--- src/rtl/display_scan_ctrl_if.sv ---
// Link between the display datapath and the digit scan controller:
// scan/blink controls in, digit-select timing out.
interface display_scan_ctrl_if;
   logic       en;
   logic       blink_en;
   logic [7:0] blink_mask;
   logic [7:0] SEL_digit;
   logic [2:0] digit_idx;
   logic       scan_tick;
   logic       frame_done;
   logic       blink_phase;

   modport master (
      output en, blink_en, blink_mask,
      input  SEL_digit, digit_idx, scan_tick, frame_done, blink_phase
   );

   modport slave (
      input  en, blink_en, blink_mask,
      output SEL_digit, digit_idx, scan_tick, frame_done, blink_phase
   );
endinterface

--- src/rtl/display_scan_ctrl.sv ---
// Eight-digit seven-segment scan controller: active-low one-hot digit select,
// per-slot anti-ghosting blank interval and frame-rate blink of masked digits.
//
//   state    | meaning
//   ---------+------------------------------------------------------------
//   ST_IDLE  | en=0; counters parked at 0, all digits off
//   ST_BLANK | start of slot (cnt < BLANK_CYCLES); all digits off
//   ST_ON    | rest of slot; current digit driven unless blinked off
module display_scan_ctrl #(
   parameter int SCAN_DIV     = 1000,
   parameter int BLANK_CYCLES = 50,
   parameter int BLINK_FRAMES = 64
) (
   input  logic               clk,
   input  logic               rst_n,
   display_scan_ctrl_if.slave bus
);

   localparam int CW = $clog2(SCAN_DIV);
   localparam int FW = (BLINK_FRAMES > 1) ? $clog2(BLINK_FRAMES) : 1;

   localparam logic [CW-1:0] CNT_LAST  = CW'(SCAN_DIV - 1);
   localparam logic [CW-1:0] CNT_ON    = CW'(BLANK_CYCLES);
   localparam logic [FW-1:0] FCNT_LAST = FW'(BLINK_FRAMES - 1);

   typedef enum logic [1:0] {
      ST_IDLE,
      ST_BLANK,
      ST_ON
   } state_t;

   state_t        state_q, state_d;
   logic [CW-1:0] cnt_q, cnt_d;
   logic [2:0]    idx_q, idx_d;
   logic [FW-1:0] fcnt_q, fcnt_d;
   logic          blink_phase_q, blink_phase_d;
   logic [7:0]    sel_q, sel_d;
   logic          scan_tick_q, scan_tick_d;
   logic          frame_done_q, frame_done_d;
   logic          slot_end;
   logic          frame_end;
   logic          blink_off;

   // Outputs are registered from next-state values so that they line up
   // with the counter cycle they describe.
   always_comb begin
      state_d       = ST_IDLE;
      cnt_d         = {CW{1'b0}};
      idx_d         = 3'd0;
      fcnt_d        = {FW{1'b0}};
      blink_phase_d = blink_phase_q;
      slot_end      = 1'b0;
      frame_end     = 1'b0;

      if (bus.en) begin
         if (state_q != ST_IDLE) begin
            slot_end  = (cnt_q == CNT_LAST);
            frame_end = slot_end && (idx_q == 3'd7);
            cnt_d     = slot_end ? {CW{1'b0}} : cnt_q + 1'b1;
            idx_d     = slot_end ? idx_q + 3'd1 : idx_q;
            fcnt_d    = fcnt_q;
            if (frame_end) begin
               if (fcnt_q == FCNT_LAST) begin
                  fcnt_d        = {FW{1'b0}};
                  blink_phase_d = ~blink_phase_q;
               end else begin
                  fcnt_d = fcnt_q + 1'b1;
               end
            end
         end

         if (cnt_d == {CW{1'b0}}) begin
            state_d = (BLANK_CYCLES == 0) ? ST_ON : ST_BLANK;
         end else if (cnt_d == CNT_ON) begin
            state_d = ST_ON;
         end else begin
            state_d = state_q;
         end
      end

      scan_tick_d  = (state_d != ST_IDLE) && (cnt_d == CNT_LAST);
      frame_done_d = scan_tick_d && (idx_d == 3'd7);
      blink_off    = bus.blink_en && blink_phase_d && bus.blink_mask[idx_d];
      sel_d        = ((state_d == ST_ON) && !blink_off) ? ~(8'h80 >> idx_d) : 8'hFF;
   end

   always_ff @(posedge clk or negedge rst_n) begin
      if (!rst_n) begin
         state_q       <= ST_IDLE;
         cnt_q         <= {CW{1'b0}};
         idx_q         <= 3'd0;
         fcnt_q        <= {FW{1'b0}};
         blink_phase_q <= 1'b0;
         sel_q         <= 8'hFF;
         scan_tick_q   <= 1'b0;
         frame_done_q  <= 1'b0;
      end else begin
         state_q       <= state_d;
         cnt_q         <= cnt_d;
         idx_q         <= idx_d;
         fcnt_q        <= fcnt_d;
         blink_phase_q <= blink_phase_d;
         sel_q         <= sel_d;
         scan_tick_q   <= scan_tick_d;
         frame_done_q  <= frame_done_d;
      end
   end

   assign bus.SEL_digit   = sel_q;
   assign bus.digit_idx   = idx_q;
   assign bus.scan_tick   = scan_tick_q;
   assign bus.frame_done  = frame_done_q;
   assign bus.blink_phase = blink_phase_q;

endmodule

--- src/flat_wrapper.sv ---
// flat-port wrapper written by rule: the top's interface ports become plain ports
module display_scan_ctrl_flat 
#(
   parameter int SCAN_DIV     = 1000,
   parameter int BLANK_CYCLES = 50,
   parameter int BLINK_FRAMES = 64
)
  (clk, rst_n, bus_en, bus_blink_en, bus_blink_mask, bus_SEL_digit, bus_digit_idx, bus_scan_tick, bus_frame_done, bus_blink_phase);
  display_scan_ctrl_if bus_i ();
  input  logic clk;
  input  logic rst_n;
  input wire logic [$bits(bus_i.en)-1:0] bus_en;
  input wire logic [$bits(bus_i.blink_en)-1:0] bus_blink_en;
  input wire logic [$bits(bus_i.blink_mask)-1:0] bus_blink_mask;
  output wire logic [$bits(bus_i.SEL_digit)-1:0] bus_SEL_digit;
  output wire logic [$bits(bus_i.digit_idx)-1:0] bus_digit_idx;
  output wire logic [$bits(bus_i.scan_tick)-1:0] bus_scan_tick;
  output wire logic [$bits(bus_i.frame_done)-1:0] bus_frame_done;
  output wire logic [$bits(bus_i.blink_phase)-1:0] bus_blink_phase;
  assign bus_i.en = bus_en;
  assign bus_i.blink_en = bus_blink_en;
  assign bus_i.blink_mask = bus_blink_mask;
  assign bus_SEL_digit = bus_i.SEL_digit;
  assign bus_digit_idx = bus_i.digit_idx;
  assign bus_scan_tick = bus_i.scan_tick;
  assign bus_frame_done = bus_i.frame_done;
  assign bus_blink_phase = bus_i.blink_phase;
  display_scan_ctrl #(.SCAN_DIV(SCAN_DIV), .BLANK_CYCLES(BLANK_CYCLES), .BLINK_FRAMES(BLINK_FRAMES)) u_core (.clk(clk), .rst_n(rst_n), .bus(bus_i));
endmodule
--- config.mk ---
export PLATFORM = sky130hd
export DESIGN_NAME = display_scan_ctrl_flat
export DESIGN_NICKNAME = d
export VERILOG_FILES = /design/src/rtl/display_scan_ctrl_if.sv /design/src/rtl/display_scan_ctrl.sv /design/src/flat_wrapper.sv
export SDC_FILE = /design/constraint.sdc
export NUM_CORES = 1
export LEC_CHECK = 0
export CAP_MARGIN = 20
export CORE_MARGIN = 2
export CORE_UTILIZATION = 35
export CTS_BUF_LIST = sky130_fd_sc_hd__clkbuf_4 sky130_fd_sc_hd__clkbuf_8
export DETAILED_ROUTE_END_ITERATION = 16
export MAX_ROUTING_LAYER = met4
export SETUP_SLACK_MARGIN = 0.1
export SYNTH_ARGS = -nofsm -noshare
export SYNTH_HDL_FRONTEND = slang
export SYNTH_SLANG_ARGS = --single-unit
--- constraint.sdc ---
create_clock -name clk -period 3.4 [get_ports clk]
set_input_delay 0.68 -clock clk [delete_from_list [all_inputs] [get_ports clk]]
set_output_delay 0.68 -clock clk [all_outputs]
set_load 0.02 [all_outputs]
; After elaboration in Yosys (flattened, before gate mapping)
; Index checks and enable logic that the tools add are counted.
; Widths: inputs -> output; s select.
[classes]
n_lt_le_gt_ge = 1
bitwise_logic = 2
addsub = 3
eq_ne = 8
shift = 1
reduce_logical = 10
mux = 21
[op_table]
columns = operator, n
row1 = $mux 10, 4
row2 = $mux 6, 4
row3 = $eq 10x10->1 const B, 2
row4 = $add 10x1->10 const B, 1
row5 = $eq 10x6->1 const B, 1
row6 = $logic_not 10->1, 1
row7 = $mux 3, 3
row8 = $mux 8, 1
row9 = $not 8->8, 1
row10 = $shr 8x3->8 const A, 1
row11 = $add 6x1->6 const B, 1
row12 = $eq 3x3->1 const B, 2
row13 = $eq 6x6->1 const B, 1
row14 = $logic_and 1x1->1, 6
row15 = $mux 2, 3
row16 = $mux 1, 5
row17 = $lt 3x4->1 const B, 1
row18 = $reduce_bool 2->1, 2
row19 = $add 3x1->3 const B, 1
row20 = $bmux 1 s3, 1
row21 = $ne 3x3->1 const B, 1
row22 = $eq 2x2->1 const B, 1
row23 = $logic_not 1->1, 1
row24 = $not 1->1, 1
[totals]
word_cells = 54
out_inout_bits = 14
inputBits = 12
regBits = 32

; Longest topological paths before layout
; Gate-level depths: netlist of the first run.
[depth]
depth_word = 11
mapped_depth = 9
mapped_depth_nobuf = 8

; Worst setup path after synthesis of the first run
; Ideal clock, no wire load.
[synth_timing]
path_kind = flip-flop to flip-flop
start = register u_core.cnt_q[0]
end = register u_core.sel_q[6] (netlist: u_core.bus.SEL_digit[6])
required_time_ps = 3305
slack_ps = 991
setup_time_ps = 95
t_arrival_ps = 2315
n_path_buf = 0
synth_period_minus_slack_ps = 2409
stages_incl_launch_ff = 9
path_cell_list = dfrtp_1 ha_1 nand3_2 xor2_1 or4_1 or4_1 nor3b_2 a21oi_2 nand4bb_1
[synth_via]
elab_chain_len = 11
word_cells_on_any_way = 27
classes_between = add/sub: 1 / eq/ne: 3 / shift: 1 / mux: 15 / bitwise: 1 / reduce/logical: 6
[synth_lines]
columns = item, line_no
row1 = start: declaration, display_scan_ctrl.sv:33  ; logic [CW-1:0] cnt_q, cnt_d;
row2 = start signal: assignment, display_scan_ctrl.sv:90  ; cnt_q <= {CW{1'b0}};
row3 = start signal: assignment, display_scan_ctrl.sv:99  ; cnt_q <= cnt_d;
row4 = $add 10x1->10 / $eq 10x10->1 (equally long branches), "display_scan_ctrl.sv:59, display_scan_ctrl.sv:57"
row5 = $mux 10, display_scan_ctrl.sv:59  ; cnt_d = slot_end ? {CW{1'b0}} : cnt_q + 1'b1;
row6 = $mux 10, display_scan_ctrl.sv:56  ; if (state_q != ST_IDLE) begin
row7 = $mux 10, display_scan_ctrl.sv:55  ; if (bus.en) begin
row8 = $eq 10x6->1, display_scan_ctrl.sv:74  ; end else if (cnt_d == CNT_ON) begin
row9 = $mux 2, display_scan_ctrl.sv:74
row10 = $mux 2, display_scan_ctrl.sv:72  ; if (cnt_d == {CW{1'b0}}) begin
row11 = $mux 2, display_scan_ctrl.sv:55
row12 = $eq 2x2->1, display_scan_ctrl.sv:84  ; sel_d = ((state_d == ST_ON) && !blink_off) ? ~(8'h80 >> idx_d) : 8'hFF;
row13 = $logic_and 1x1->1, display_scan_ctrl.sv:84
row14 = $mux 8 *, display_scan_ctrl.sv:84
row15 = named net u_core.sel_d[6], display_scan_ctrl.sv:37  ; logic [7:0] sel_q, sel_d;
row16 = end signal: assignment, display_scan_ctrl.sv:103  ; sel_q <= sel_d;
row17 = end: declaration, display_scan_ctrl.sv:37
; Mark *: on every way through the listed nets, which the timed path passes. The rest lies on a longest branch. The select of a mux whose other input is x is not followed.
; A chain may end at the register's enable or synchronous reset.

; Worst setup path after layout of the first run
[layout_timing]
start = register u_core.cnt_q[0]
end = register u_core.sel_q[2] (netlist: u_core.bus.SEL_digit[2])
; The elaborated chain is that of the path after synthesis.

==> metrics, run 1 <==
first-pass GRT wire length=7.258 mm; post-DP HPWL=3.010 mm; clk buf depth=2; peak supply drop=0.2079 mV; period utilization=79.02%; Worst path max stage delay=0.53 ns; Synth Area in Compound Gates=13.51%; Crit. End Element=flop; Synth-to-Final Area Change=23.11%; Critical Path Start Type=flop; Power Dens Cells=352.8 nW/um2; Final Net Count=240; initial antenna violation count=0; drt drc=0; Sw Ratio=22.84%; critical path class=reg2reg; Yosys cell types=48; max-capacitance violation count=0; status=completed; Reg area=810.8 um2; main combinational cell family by area after synthesis=simple AND/OR/NAND/NOR gates; port buffer count=25; Std-Cell Rows=26; Vias=1573; Ys Warns=0; Mapped Nets=213; H-tree levels=2; fin worst setup slack=0.7133 ns; post-CTS repair timing setup buffer count=0; CTS Sinks=32; number of flops mapped to enable cells by yosys=0; Clock power frac=45.3%; Leak=0.9051 nW; vias in the first global route=1526; Initial Util=36.26%; Resize count post-CTS=0; I/O Pins=26; post-synthesis sequential area ratio=43.78%; post-synthesis cell area=1852 um2; Total GRT Usage=16.16%; Worst-Margin Slew=0.5866 ns; Post-Synth XOR/XNOR Area=3.784%; DIE AREA=5888 um2; required time of the critical path=3.59 ns; Reg power frac=48.0%; Tot Pwr=804.2 uW; CTS tree=yes; die width=76.74 um; hold crit path type=reg2reg; pre-CTS WS=0.4229 ns; fin crit period=2.687 ns; final setup fails=0; CORE AREA=5107 um2; fin. max-slew vios=0; Clock Latency Late Sink=0.29 ns; layout cells sized above 1=12.44%; DR pass1 iterations=4; Layout Skew=0.008043 ns; Initial DRC Count=124; crit path cell chain=ha_1 -> nand3_2 -> xor2_1 -> or4_1 -> or4_1 -> nor3b_2 -> a21oi_2 -> nand4b_1; Syn Area/Cell=9.400 um2; multi-input logic area=978.4 um2; Post-Synthesis Cells=197; Synth Register Bits=32; worst-path fanout max=8; Final Hold Fails=0; Sw Pwr=183.7 uW; CP Data Arrival Time=2.88 ns; Final ANT Viol Nets=0; Post-CTS Hold Fix Bufs=0; RSZ-0062 raised after global routing=false; gpl congestion=0.8533; clk slew on worst S/H paths=0.07 ns; root buffer cell=clkbuf_8; Synth Area in Adders=2.703%; final WL=4.153 mm; gr ovfl total=0; most used cell, CP=or4_1; vias per std cell=5.332; Top FF cell, synth=dfrtp_1; # fillers=512; Gate power share=6.6%; multiplexer area fraction after synthesis=2.162%; largest net degree at the start of global routing=33; fmax=372.2 MHz; number of buffers created by CTS=5; max_slew headroom=60.89%; slowest CP cell=or4_1; cell-internal power=620.6 uW; DR WL/cell=14.08 um; Die Height=76.74 um; ys async rst share=100.0%; Synth Area in Simple Gates=30.68%; ANT cells=0; setup TNS=0 ns
==> power groups by stage <==
stage	Clock (mW)	Combinational, mW	Sequential, mW
finish	0.365	0.0534	0.386
global route	0.397	0.0596	0.386
CTS	0.373	0.0542	0.386
detailed placement	0	0.0540	0.393
global placement	0	0.0542	0.393
floorplan	0	0.0232	0.393
==> final timing paths <==
| path | depth (start not counted) | to | slack, ns | from |
|---|---|---|---|---|
| worst max-delay path | 8 | u_core.bus.SEL_digit[2] | 0.71 | u_core.cnt_q[0] |
| worst min-delay path | 1 | u_core.fcnt_q[5] | 0.50 | u_core.fcnt_q[5] |
| worst max register to register | 8 | u_core.bus.SEL_digit[2] | 0.71 | u_core.cnt_q[0] |
| worst min register to register | 1 | u_core.fcnt_q[5] | 0.50 | u_core.fcnt_q[5] |
| max in group asynchronous | 2 | u_core.bus.SEL_digit[3] | 2.28 | rst_n |
| min in group asynchronous | 2 | u_core.cnt_q[8] | 0.79 | rst_n |
==> worst max-delay path, delay by kind of cell (launching register included) <==
family | cells | cell delay, ns
AND/OR/NAND/NOR | 5 | 1.56
flip-flops | 1 | 0.45
XOR/XNOR | 1 | 0.20
adder cells (fa/ha/maj) | 1 | 0.29
AO/OA/AOI/OAI | 1 | 0.11
==> registers in the layout (all words and copies together) (netlist names) <==
register                flops
u_core.cnt_q               10
u_core.bus.SEL_digit        8
u_core.fcnt_q               6
u_core.bus.digit_idx        3
u_core.state_q              2
u_core.bus.blink_phase      1
u_core.bus.frame_done       1
u_core.bus.scan_tick        1
==> logic make-up (layout without fill, tap and decap cells) <==
group / count (synthesis) / count (layout)
flops: 32 / 32
xor+xnor: 8 / 8
simple gates: 100 / 100
compound gates: 35 / 35
buf+inv: 14 / 42
fa+ha+maj: 4 / 4
mux: 4 / 4
==> cell usage after synthesis, drive strengths merged (5+ instances only) <==
library cell,count,area share (%)
dfrtp,24,32
nor2,20,4.1
nand2,19,3.9
a21oi,14,4.0
nand3,11,3.2
dfstp,8,11
and2,7,2.4
inv,7,1.4
nand4b,7,3.6
nand4,5,2.0
nor3,5,1.4
or3,5,1.7
xor2,5,2.4
==> layout by cell type (no fill, tap or decap), drive strengths merged, types with 4 or more instances in the layout <==
master / count
nand4: 5
and3: 4
inv: 7
mux2i: 4
and2: 7
nand4b: 7
clkbuf: 5
clkdlybuf4s50: 25
xor2: 5
dfstp: 8
ha: 4
nand2: 19
o21ai: 4
nor2: 20
nor3: 5
dfrtp: 24
nand3: 11
a21oi: 14
or3: 5
==> cell type report <==
cell class,instances,area share (%)
Sequential cell,32,35.57
Clock buffer,5,3.019
Inverter,7,1.153
Timing Repair Buffer,27,11.64
Multi-Input combinational cell,151,42.92
Tap cell,70,3.842
Clock inverter,3,1.866
==> layer usage <==
layer,track usage (%),wire length (um),vias up
li1,-,-,774
met4,5.455,58,0
met1,19.97,1923,753
met2,25.26,1947,41
met3,4.941,224,5
met5,-,0,-
==> stage by stage <==
stage,instances,instance area [um2],utilization (%),hold slack (ns)
after CTS,295,2280,44.64,0.4984
after floorplan,197,1852,-,0.3844
after detailed placement,287,2168,42.45,0.4889
after global placement,287,2168,42.45,0.4856
final,295,2280,44.64,0.4975
after global routing,295,2280,44.64,0.5415
(Power assumes the default switching activity.)
==> run 2, diff against run 1 <==
clock period = 2.27 ns   (was 3.4 ns; I/O delays follow)
==> run 2 against run 1 <==
The run now ends with setup timing left. Largest power group unchanged. Critical endpoint is now u_core.bus.SEL_digit[4]. Sequential share of layout area decreased by 4.2 points. Largest cell class unchanged. Via count increased by 7.6%. Combinational power increased by 110%. Die area unchanged. Non-clock buffer count increased by 30.
==> metrics, run 2 (synthesis results as in run 1) <==
Initial DRC Count=84 (-32%); commonest non-fill, non-tap cell in the layout=buf_4; H-tree levels=2 (unchanged); Biggest register=u_core.cnt_q; initial antenna violation count=0 (unchanged); Leak=1.075 nW (+19%); fin. max-slew vios=0 (unchanged); final core utilization=51.00% (+6.4 points); clk slew on worst S/H paths=0.07 ns (about the same); final setup fails=10 (+10); peak supply drop=0.3090 mV (+49%); Std-Cell Rows=26 (unchanged); Power Dens Cells=433.8 nW/um2 (+23%); placed cells=312 (+8.7%); vias in the first global route=1665 (+9.1%); gr ovfl total=0 (unchanged); status=complete, but fails checks; setup TNS=-0.7479 ns (-0.7479 ns); Clock power frac=39.1% (-6.2 points); Tot Pwr=1.130 mW (+41%); pre-CTS WS=-0.1882 ns (-0.6111 ns); Vias=1692 (+7.6%); post-DP HPWL=3.538 mm (+18%); I/O Pins=26 (unchanged); DR WL/cell=15.35 um (+9.0%); Post-CTS Hold Fix Bufs=0 (unchanged); Layout Skew=0.003826 ns (-0.004217 ns); max-capacitance violation count=0 (unchanged); CP Data Arrival Time=2.57 ns (-0.31 ns); Worst-Margin Slew=0.4274 ns (-0.1592 ns); Initial Util=36.26% (unchanged); port buffer count=25 (unchanged); DP Area=2370 um2 (+9.3%); Critical Path Start Type=flop; DIE AREA=5888 um2 (unchanged); die width=76.74 um (unchanged); fin crit period=2.388 ns (-0.2986 ns); metal2 WL=2.310 mm (+19%); Cell Count, Final, Fillers Out=325 (+10%); Gate power share=9.8% (+3.2 points); worst-path fanout max=8 (unchanged); ANT cells=0 (unchanged); drt drc=0 (unchanged); required time of the critical path=2.46 ns (-1.13 ns); Hold Slack=0.4964 ns (-0.001075 ns); fin worst setup slack=-0.1181 ns (-0.8314 ns); Final Cell Area=2605 um2 (+14%); Final Net Count=270 (+13%); Sw Pwr=292.6 uW (+59%); Clock Latency Late Sink=0.28 ns (about the same); DR top layer=met4; violated checks=setup timing; gpl congestion=0.8739 (+2.4%); root buffer cell=clkbuf_8; first-pass GRT wire length=8.252 mm (+14%); DR pass1 iterations=4 (unchanged); Final Hold Fails=0 (unchanged); Crit. End Element=flop; CTS Sinks=32 (unchanged); period utilization=105.2% (+26 points); RSZ-0062 raised after global routing=true; Largest register FFs=10 (unchanged); fmax=418.7 MHz (+13%); Total GRT Usage=18.34% (+2.2 points); clk buf depth=2 (unchanged); CORE AREA=5107 um2 (unchanged); Reg power frac=51.1% (+3.1 points); max_slew headroom=71.51% (+11 points); hold crit path type=reg2reg; number of buffers created by CTS=5 (unchanged); CTS tree=yes; final WL=4.988 mm (+20%); critical path class=reg2reg; vias per std cell=5.206 (-2.4%); largest net degree at the start of global routing=33 (unchanged); Sw Ratio=25.89% (+3.1 points); DR WL met3=288 um (+29%); most frequent cells in the layout=31 x buf_4, 25 x clkdlybuf4s50_1, 19 x nor2_1, 19 x nand2_1, 19 x dfrtp_1; Synth-to-Final Area Change=40.68%; Final ANT Viol Nets=0 (unchanged); met1 wire length=2.325 mm (+21%); cell-internal power=837.5 uW (+35%); Die Height=76.74 um (unchanged); layout cells sized above 1=29.41% (+17 points)
## run 2: critical path, stage by stage, from the launching register on
cell and delay, ns:
dfrtp_1 0.38, ha_4 0.18, nand3_4 0.08, xor2_2 0.16
or4_4 0.49, or4_4 0.44, nor3b_4 0.26, a21oi_4 0.08
nand4b_1 0.21
## run 2: timing repair
action	CTS	global route
endpoints found under the hold margin	0	0
buffers inserted	2	3
endpoints found under the setup margin	10	13
gates resized for setup	3	20
pin swaps	8	4
## run 2: path summary, 6_finish.rpt
path	start	endpoint	slack, ns	depth (start not counted)
setup / recovery	u_core.cnt_q[1]	u_core.bus.SEL_digit[4]	-0.12	8
hold / removal	u_core.fcnt_q[5]	u_core.fcnt_q[5]	0.50	1
setup reg to reg	u_core.cnt_q[1]	u_core.bus.SEL_digit[4]	-0.12	8
hold reg to reg	u_core.fcnt_q[5]	u_core.fcnt_q[5]	0.50	1
max in group asynchronous	rst_n	u_core.bus.SEL_digit[1]	1.36	2
min in group asynchronous	rst_n	u_core.fcnt_q[3]	0.57	2
## run 2: power by group through the flow
stage	registers [mW]	logic (mW)	clock network, mW
2_1_floorplan	0.589	0.0357	0
3_3_place_gp	0.588	0.101	0
3_5_place_dp	0.588	0.100	0
4_1_cts	0.578	0.105	0.451
5_1_grt	0.578	0.121	0.487
6_report	0.578	0.111	0.442
## run 2: layer usage
metal / vias to the layer above / track usage (%)
met1: 802 / 25.08
met3: 6 / 5.529
met5: - / -
met2: 52 / 26.23
li1: 832 / -
met4: 0 / 5.455
## run 2: layout make-up
type	instances	area, um2
clock inverters	3	18.77
inverters	7	26.28
flip-flops and latches	32	817.0
fillers	477	2502
clock buffers	5	68.82
well taps	70	87.58
multi-input cells	151	1092
repair buffers	57	494.2
